### src/rtl/peripheral_wb_burst_master.sv
// peripheral_wb_burst_master: Wishbone B3 master that turns single-word
// commands into classic or incrementing-burst bus cycles. Write beats are
// staged in a FIFO first so stb_o stays high for the whole burst.
module peripheral_wb_burst_master #(
    parameter int unsigned MAX_BURST = 16,
    parameter int unsigned LW        = $clog2(MAX_BURST)
) (
    input  logic          clk,
    input  logic          rst,
    input  logic          cmd_valid,
    output logic          cmd_ready,
    input  logic          cmd_we,
    input  logic [31:0]   cmd_adr,
    input  logic [LW-1:0] cmd_len,
    input  logic [1:0]    cmd_bte,
    input  logic [3:0]    cmd_sel,
    input  logic [31:0]   wr_data,
    input  logic          wr_valid,
    output logic          wr_ready,
    output logic [31:0]   rd_data,
    output logic          rd_valid,
    output logic          done_valid,
    output logic          done_err,
    output logic [31:0]   adr_o,
    output logic [31:0]   dat_o,
    output logic [3:0]    sel_o,
    output logic          we_o,
    output logic [1:0]    bte_o,
    output logic [2:0]    cti_o,
    output logic          cyc_o,
    output logic          stb_o,
    input  logic [31:0]   dat_i,
    input  logic          ack_i,
    input  logic          err_i
);

    typedef enum logic [1:0] {S_IDLE, S_FILL, S_BUS, S_DONE} state_t;

    state_t        state_q, state_d;
    logic          we_q, we_d;
    logic [29:0]   idx_q, idx_d;
    logic [LW-1:0] len_q, len_d;
    logic [1:0]    bte_q, bte_d;
    logic [3:0]    sel_q, sel_d;
    logic [LW:0]   beat_q, beat_d;
    logic [LW:0]   fill_q, fill_d;
    logic          err_q, err_d;
    logic [31:0]   rd_data_q, rd_data_d;
    logic          rd_valid_q, rd_valid_d;
    logic [31:0]   fifo_q [MAX_BURST];

    logic          push;
    logic [LW:0]   len_ext;
    logic          in_bus;
    logic          last_beat;
    logic          fill_open;
    logic [29:0]   idx_inc;
    logic [29:0]   idx_next;
    logic          unused_adr;

    assign len_ext    = {1'b0, len_q};
    assign in_bus     = (state_q == S_BUS);
    assign last_beat  = (beat_q == len_ext);
    assign fill_open  = (state_q == S_FILL) && (fill_q <= len_ext);
    assign push       = fill_open && wr_valid;
    assign unused_adr = ^cmd_adr[1:0];

    // Next word index: linear increment or modulo increment inside the wrap window
    always_comb begin
        idx_inc = idx_q + 30'd1;
        case (bte_q)
            2'd1:    idx_next = {idx_q[29:2], idx_inc[1:0]};
            2'd2:    idx_next = {idx_q[29:3], idx_inc[2:0]};
            2'd3:    idx_next = {idx_q[29:4], idx_inc[3:0]};
            default: idx_next = idx_inc;
        endcase
    end

    // Command FSM: latch command, fill write FIFO, run bus cycle, report completion
    always_comb begin
        state_d    = state_q;
        we_d       = we_q;
        idx_d      = idx_q;
        len_d      = len_q;
        bte_d      = bte_q;
        sel_d      = sel_q;
        beat_d     = beat_q;
        fill_d     = fill_q;
        err_d      = err_q;
        rd_data_d  = rd_data_q;
        rd_valid_d = 1'b0;
        case (state_q)
            S_IDLE: begin
                if (cmd_valid) begin
                    we_d    = cmd_we;
                    idx_d   = cmd_adr[31:2];
                    len_d   = cmd_len;
                    bte_d   = cmd_bte;
                    sel_d   = cmd_sel;
                    beat_d  = '0;
                    fill_d  = '0;
                    err_d   = 1'b0;
                    state_d = cmd_we ? S_FILL : S_BUS;
                end
            end
            S_FILL: begin
                if (push) begin
                    fill_d = fill_q + (LW+1)'(1);
                    if (fill_q == len_ext) begin
                        state_d = S_BUS;
                    end
                end
            end
            S_BUS: begin
                // err_i wins over a simultaneous ack_i; unsent FIFO beats are discarded
                if (err_i) begin
                    err_d   = 1'b1;
                    fill_d  = '0;
                    state_d = S_DONE;
                end else if (ack_i) begin
                    if (!we_q) begin
                        rd_data_d  = dat_i;
                        rd_valid_d = 1'b1;
                    end
                    idx_d = idx_next;
                    if (last_beat) begin
                        fill_d  = '0;
                        state_d = S_DONE;
                    end else begin
                        beat_d = beat_q + (LW+1)'(1);
                    end
                end
            end
            S_DONE: begin
                state_d = S_IDLE;
            end
            default: begin
                state_d = S_IDLE;
            end
        endcase
    end

    // Control and datapath registers, asynchronously cleared
    always_ff @(posedge clk or negedge rst) begin
        if (!rst) begin
            state_q    <= S_IDLE;
            we_q       <= 1'b0;
            idx_q      <= '0;
            len_q      <= '0;
            bte_q      <= '0;
            sel_q      <= '0;
            beat_q     <= '0;
            fill_q     <= '0;
            err_q      <= 1'b0;
            rd_data_q  <= '0;
            rd_valid_q <= 1'b0;
        end else begin
            state_q    <= state_d;
            we_q       <= we_d;
            idx_q      <= idx_d;
            len_q      <= len_d;
            bte_q      <= bte_d;
            sel_q      <= sel_d;
            beat_q     <= beat_d;
            fill_q     <= fill_d;
            err_q      <= err_d;
            rd_data_q  <= rd_data_d;
            rd_valid_q <= rd_valid_d;
        end
    end

    // Write FIFO storage; pushes fill from slot 0, bus beats read slot beat_q
    always_ff @(posedge clk) begin
        if (push) begin
            fifo_q[fill_q[LW-1:0]] <= wr_data;
        end
    end

    // Cycle type: classic for single beats, incrementing burst with end-of-burst on the last
    always_comb begin
        cti_o = 3'b000;
        if (in_bus && (len_q != '0)) begin
            cti_o = last_beat ? 3'b111 : 3'b010;
        end
    end

    assign cmd_ready  = rst && (state_q == S_IDLE);
    assign wr_ready   = fill_open;
    assign rd_data    = rd_data_q;
    assign rd_valid   = rd_valid_q;
    assign done_valid = (state_q == S_DONE);
    assign done_err   = (state_q == S_DONE) && err_q;
    assign cyc_o      = in_bus;
    assign stb_o      = in_bus;
    assign we_o       = in_bus && we_q;
    assign adr_o      = in_bus ? {idx_q, 2'b00} : '0;
    assign sel_o      = in_bus ? sel_q : '0;
    assign bte_o      = (in_bus && (len_q != '0)) ? bte_q : '0;
    assign dat_o      = (in_bus && we_q) ? fifo_q[beat_q[LW-1:0]] : '0;

endmodule

### config.mk
export PLATFORM = sky130hd
export DESIGN_NAME = peripheral_wb_burst_master
export DESIGN_NICKNAME = d
export VERILOG_FILES = /design/src/rtl/peripheral_wb_burst_master.sv
export SDC_FILE = /design/constraint.sdc
export NUM_CORES = 1
export LEC_CHECK = 0
export CELL_PAD_IN_SITES_DETAIL_PLACEMENT = 0
export CELL_PAD_IN_SITES_GLOBAL_PLACEMENT = 2
export CORE_AREA = 2 2 307 188
export DETAILED_ROUTE_END_ITERATION = 6
export DIE_AREA = 0 0 309 190
export PLACE_DENSITY_LB_ADDON = 0.1
export REMOVE_ABC_BUFFERS = 1
export SKIP_LAST_GASP = 1
export SYNTH_ARGS = -nofsm -noshare
export SYNTH_HDL_FRONTEND = slang
export SYNTH_SLANG_ARGS = --single-unit
### constraint.sdc
create_clock -name clk -period 3.55 [get_ports clk]
set_clock_uncertainty 0.1 [all_clocks]
set_input_delay 0.71 -clock clk [delete_from_list [all_inputs] [get_ports clk]]
set_output_delay 0.71 -clock clk [all_outputs]
set_load 0.01 [all_outputs]
==> results.md <==
* Switching component of the power at 6629 uW
* Clock buffer depth at 3
* Share of total power in sequential cells at 38.4%
* Highest net fanout along the worst path at 6
* Count of cell types in the netlist at 64
* Crit path max-delay cell type: sky130_fd_sc_hd__dfrtp_4
* Reg-to-reg endpoint: fill_q[1]$_DFFE_PN0P_
* Core region area at 56320 um^2
* Antenna violations before repair at 2
* Share of the clock period used by the worst path after layout at 104.2%
* DRT iter0 DRCs at 1108
* Detailed-route wire length at 60330 um
* Number of nets in the layout at 1692
* Portion of total power attributed to the clock network at 26.1%
* Final min period at 3.700 ns
* Post-place setup slack at 0.1345 ns
* Unrepaired setup endpoints after global routing: yes
* Slew Limit Fails at 0
* Minimum setup slack in the final design at -0.1497 ns
* Type of element launching the critical path: register
* Beginning of the worst register-to-register path: state_q[0]$_DFFE_PN0P_
* Number of buffers created by CTS at 56
* DRC violations left at 0
* Delay contributed by the slowest stage of the critical path at 0.52 ns
* Die Y at 190 um
* Power density normalized to cell area at 737.2 nW/um^2
* Cell-by-cell listing of the critical path: buf_12 > buf_12 > buf_16 > buf_12 > mux4_2 > mux4_2 > and2_4 > buf_6
* Required time at the endpoint of the critical path at 2.74 ns
* Syn Std Cell Area at 24390 um^2
* Ys flop type: sky130_fd_sc_hd__edfxtp_1
* Area of the die at 58710 um^2
* Average cell area after synthesis at 19.53 um^2
* Max-slew headroom at the worst pin at 49.38%
* Final setup TNS at -2.610 ns
* Number of max-cap violations at 0
* Cell count after synthesis at 1249
* Effective utilization at floorplan at 43.31%
* Number of detailed-routing iterations run before antenna repair at 5
* Half-perimeter wire length after placement at 34240 um
* Worst vdd ir at 413.8 uV
* Clock root cell: sky130_fd_sc_hd__clkbuf_16
* Final estimated routing congestion in global placement at 0.7819
* Level count of the clock H-tree at 2
* Worst Reg-to-Reg Cells at 10
* Wire length of the first global-routing pass at 89190 um
* Clock edge transition at the registers on the reported setup and hold paths at 0.07 ns
* Leakage at 0.01034 uW
* Clock Latency Late Sink at 0.61 ns
* Via density at 5.499
* Violated checks: negative setup slack
* Die width at 309 um
* Tightest Pin Transition at 0.7523 ns
* Switching share of power at 29.22%
* Setup Crit Path Kind: reg2out
* Async set-or-reset flop fraction in the synthesized netlist at 14.52%
* Critical Path AT at 2.89 ns
* Part of the power in combinational logic at 35.6%
* Synth warnings at 0
* Family with the most delay on the worst path: multiplexers
* TritonCTS clock tree: built
* Total power draw at 22690 uW
* Number of global-route vias before repair at 13290
* Endpoint type of the worst setup path: output pin
* Routed Antenna Nets at 0
* Number of I/O pins at 226
* CTS Sinks at 599
* Count of hold-fix buffers inserted at cts at 0
* Final Setup Violations at 25
* Layout overhead on the synthesized area at 26.17%
* Most common cell type on the critical path: sky130_fd_sc_hd__buf_12
* Routed length per instance at 25.32 um
* Final hold viol count at 0
* Combined buffer and inverter count along the critical path at 5
* Register bit total from synthesis at 599
* Total of buffers placed on input and output ports at 221
* Maximum clock frequency at 270.3 MHz
* Outcome: finished, violations left
* Num rows at 68
* Share of layout cells above drive strength 1 at 29.61%
* Min-delay worst type: in2async
* Gr ovfl total at 0
* Largest net degree at the start of global routing at 57
* Reg2Reg Setup Slack at 0.77 ns
* Sequential fraction of the synthesis area at 71.96%
* Global Route Usage Sum at 20.79%
* Internal power component at 16060 uW
* Number of enable-type register cells in the synthesized netlist at 512
* Via total after detailed routing at 13100
[layout make-up]
class | count | area [um^2]
Fill cell | 4464 | 25550
Sequential cell | 599 | 17560
Multi-Input combinational cell | 561 | 6589
Timing Repair Buffer | 326 | 3794
Clock buffer | 68 | 1446
Tap cell | 770 | 963.4
Clock inverter | 37 | 340.3
Inverter | 20 | 75.07
Antenna cell | 2 | 5.005
[repair_timing]
item                       in CTS  in global routing
gates cloned                   12                  0
resized for setup             200                 29
pin swaps                       6                  1
setup buffers                  30                  2
setup endpoints to repair      38                 41
[routing by layer]
layer  GRT usage (%)  vias to the layer above  share of wire, %  wire length [um]
li1                -                     5739                 -                 -
met1           31.67                     6935                46             27650
met2           32.08                      359                47             28570
met3           3.442                       68               5.5              3324
met4           3.659                        2               1.3               774
met5               0                        -             0.018                11
[registers in the layout (all words and copies together) (netlist names)]
name and count:
rd_valid 1, err_q 1, fifo_q 512, state_q 2, rd_data 32, sel_q 4, we_q 1, beat_q 5
idx_q 30, len_q 4, bte_q 2, fill_q 5
[cells in the final DEF, fill, tap and decap left out, types with 4 or more instances in the layout]
cell type	instances
sky130_fd_sc_hd__edfxtp_1	512
sky130_fd_sc_hd__clkdlybuf4s50_1	185
sky130_fd_sc_hd__mux4_2	160
sky130_fd_sc_hd__dfrtp_1	83
sky130_fd_sc_hd__clkbuf_16	56
sky130_fd_sc_hd__mux2_2	43
sky130_fd_sc_hd__and2_1	41
sky130_fd_sc_hd__buf_4	40
sky130_fd_sc_hd__buf_6	35
sky130_fd_sc_hd__buf_12	35
sky130_fd_sc_hd__nand2_1	31
sky130_fd_sc_hd__nor2_1	27
sky130_fd_sc_hd__and2_4	25
sky130_fd_sc_hd__o21ai_0	22
sky130_fd_sc_hd__nand3_1	19
sky130_fd_sc_hd__a21oi_1	19
sky130_fd_sc_hd__inv_1	18
sky130_fd_sc_hd__clkinv_1	16
sky130_fd_sc_hd__ha_1	14
sky130_fd_sc_hd__nor2_4	13
sky130_fd_sc_hd__buf_16	13
sky130_fd_sc_hd__nand4_1	12
sky130_fd_sc_hd__clkbuf_1	12
sky130_fd_sc_hd__mux2i_1	10
sky130_fd_sc_hd__a22o_1	9
sky130_fd_sc_hd__nor3_1	8
sky130_fd_sc_hd__clkinv_2	8
sky130_fd_sc_hd__buf_2	8
sky130_fd_sc_hd__and3_1	7
sky130_fd_sc_hd__a21o_1	7
sky130_fd_sc_hd__nor4_1	6
sky130_fd_sc_hd__o31ai_1	6
sky130_fd_sc_hd__buf_8	6
sky130_fd_sc_hd__nor2b_1	5
sky130_fd_sc_hd__a22oi_1	5
sky130_fd_sc_hd__a221o_1	5
sky130_fd_sc_hd__o2bb2ai_1	5
sky130_fd_sc_hd__bufinv_16	5
sky130_fd_sc_hd__a211o_1	4
sky130_fd_sc_hd__or3_1	4
[per-stage QoR]
stage,cell area [um^2],util [%],hold WS (ns),cells
finish,30770,54.64,0.1293,2383
global route,30770,54.63,0.1439,2382
CTS,30670,54.45,0.1220,2381
detailed placement,28130,49.95,0.3915,2235
global placement,28130,49.95,0.3818,2235
floorplan,24020,-,0.3144,1180
[worst max-delay path by stage]
stage	slack, ns	from	cells past startpoint	end
floorplan	-3.59	beat_q[0]$_DFFE_PN0P_	3	dat_o[0]
global placement	0.14	beat_q[0]$_DFFE_PN0P_	6	dat_o[0]
detailed placement	0.13	beat_q[0]$_DFFE_PN0P_	6	dat_o[0]
CTS	-0.19	beat_q[0]$_DFFE_PN0P_	8	dat_o[7]
global route	-0.23	beat_q[0]$_DFFE_PN0P_	8	dat_o[18]
finish	-0.15	beat_q[0]$_DFFE_PN0P_	8	dat_o[7]
[cells in the mapped netlist (4+ instances only)]
library cell	instances	area, um^2
sky130_fd_sc_hd__a211o_1	4	35.03
sky130_fd_sc_hd__a21o_1	7	52.55
sky130_fd_sc_hd__a21oi_1	20	100.1
sky130_fd_sc_hd__a221o_1	5	50.05
sky130_fd_sc_hd__a22o_1	9	78.83
sky130_fd_sc_hd__a22oi_1	5	37.54
sky130_fd_sc_hd__and2_1	66	412.9
sky130_fd_sc_hd__and3_1	9	56.30
sky130_fd_sc_hd__buf_1	9	33.78
sky130_fd_sc_hd__buf_2	12	60.06
sky130_fd_sc_hd__buf_4	4	30.03
sky130_fd_sc_hd__buf_6	11	123.9
sky130_fd_sc_hd__clkbuf_1	33	123.9
sky130_fd_sc_hd__dfrtp_1	87	2177
sky130_fd_sc_hd__edfxtp_1	512	15370
sky130_fd_sc_hd__ha_1	15	187.7
sky130_fd_sc_hd__inv_1	19	71.32
sky130_fd_sc_hd__mux2_2	43	484.2
sky130_fd_sc_hd__mux2i_1	10	100.1
sky130_fd_sc_hd__mux4_2	160	3603
sky130_fd_sc_hd__nand2_1	31	116.4
sky130_fd_sc_hd__nand3_1	19	95.09
sky130_fd_sc_hd__nand4_1	12	75.07
sky130_fd_sc_hd__nor2_1	41	153.9
sky130_fd_sc_hd__nor2b_1	5	31.28
sky130_fd_sc_hd__nor3_1	8	40.04
sky130_fd_sc_hd__nor4_1	6	37.54
sky130_fd_sc_hd__o21ai_0	22	110.1
sky130_fd_sc_hd__o2bb2ai_1	5	43.79
sky130_fd_sc_hd__o31ai_1	7	52.55
sky130_fd_sc_hd__or3_1	4	25.02
[power groups by stage]
| stage | Combinational [uW] | Sequential [uW] | Clock (uW) |
|---|---|---|---|
| after global placement | 6940 | 8830 | 0 |
| final | 8070 | 8700 | 5910 |
| after detailed placement | 6980 | 8840 | 0 |
| after floorplan | 3640 | 9190 | 0 |
| after CTS | 8080 | 8700 | 6070 |
| after global routing | 8650 | 8790 | 6340 |
[worst register-to-register path, cell delays in order, from the launching register on]
cell and delay (ns):
sky130_fd_sc_hd__dfrtp_1 0.41, sky130_fd_sc_hd__inv_2 0.12, sky130_fd_sc_hd__ha_4 0.18, sky130_fd_sc_hd__buf_6 0.18
sky130_fd_sc_hd__clkinv_1 0.11, sky130_fd_sc_hd__buf_4 0.23, sky130_fd_sc_hd__buf_4 0.22, sky130_fd_sc_hd__o21a_1 0.20
sky130_fd_sc_hd__a41oi_2 0.49, sky130_fd_sc_hd__nor3_1 0.14, sky130_fd_sc_hd__a32o_1 0.29
[cells by family (layout without fill, tap and decap cells)]
logic type	after synthesis	after routing	share of synthesized area [%]
adders and majority gates	15	15	0.7694
other	1	4	0.01537
buffers and inverters	90	451	1.852
DFF	599	599	71.96
xor gates and xnor gates	6	6	0.2155
AOI/OAI and AO/OA	110	110	3.232
muxes	213	213	17.17
and+or+nand+nor	215	215	4.791
Power figures use the tool's default switching activity.
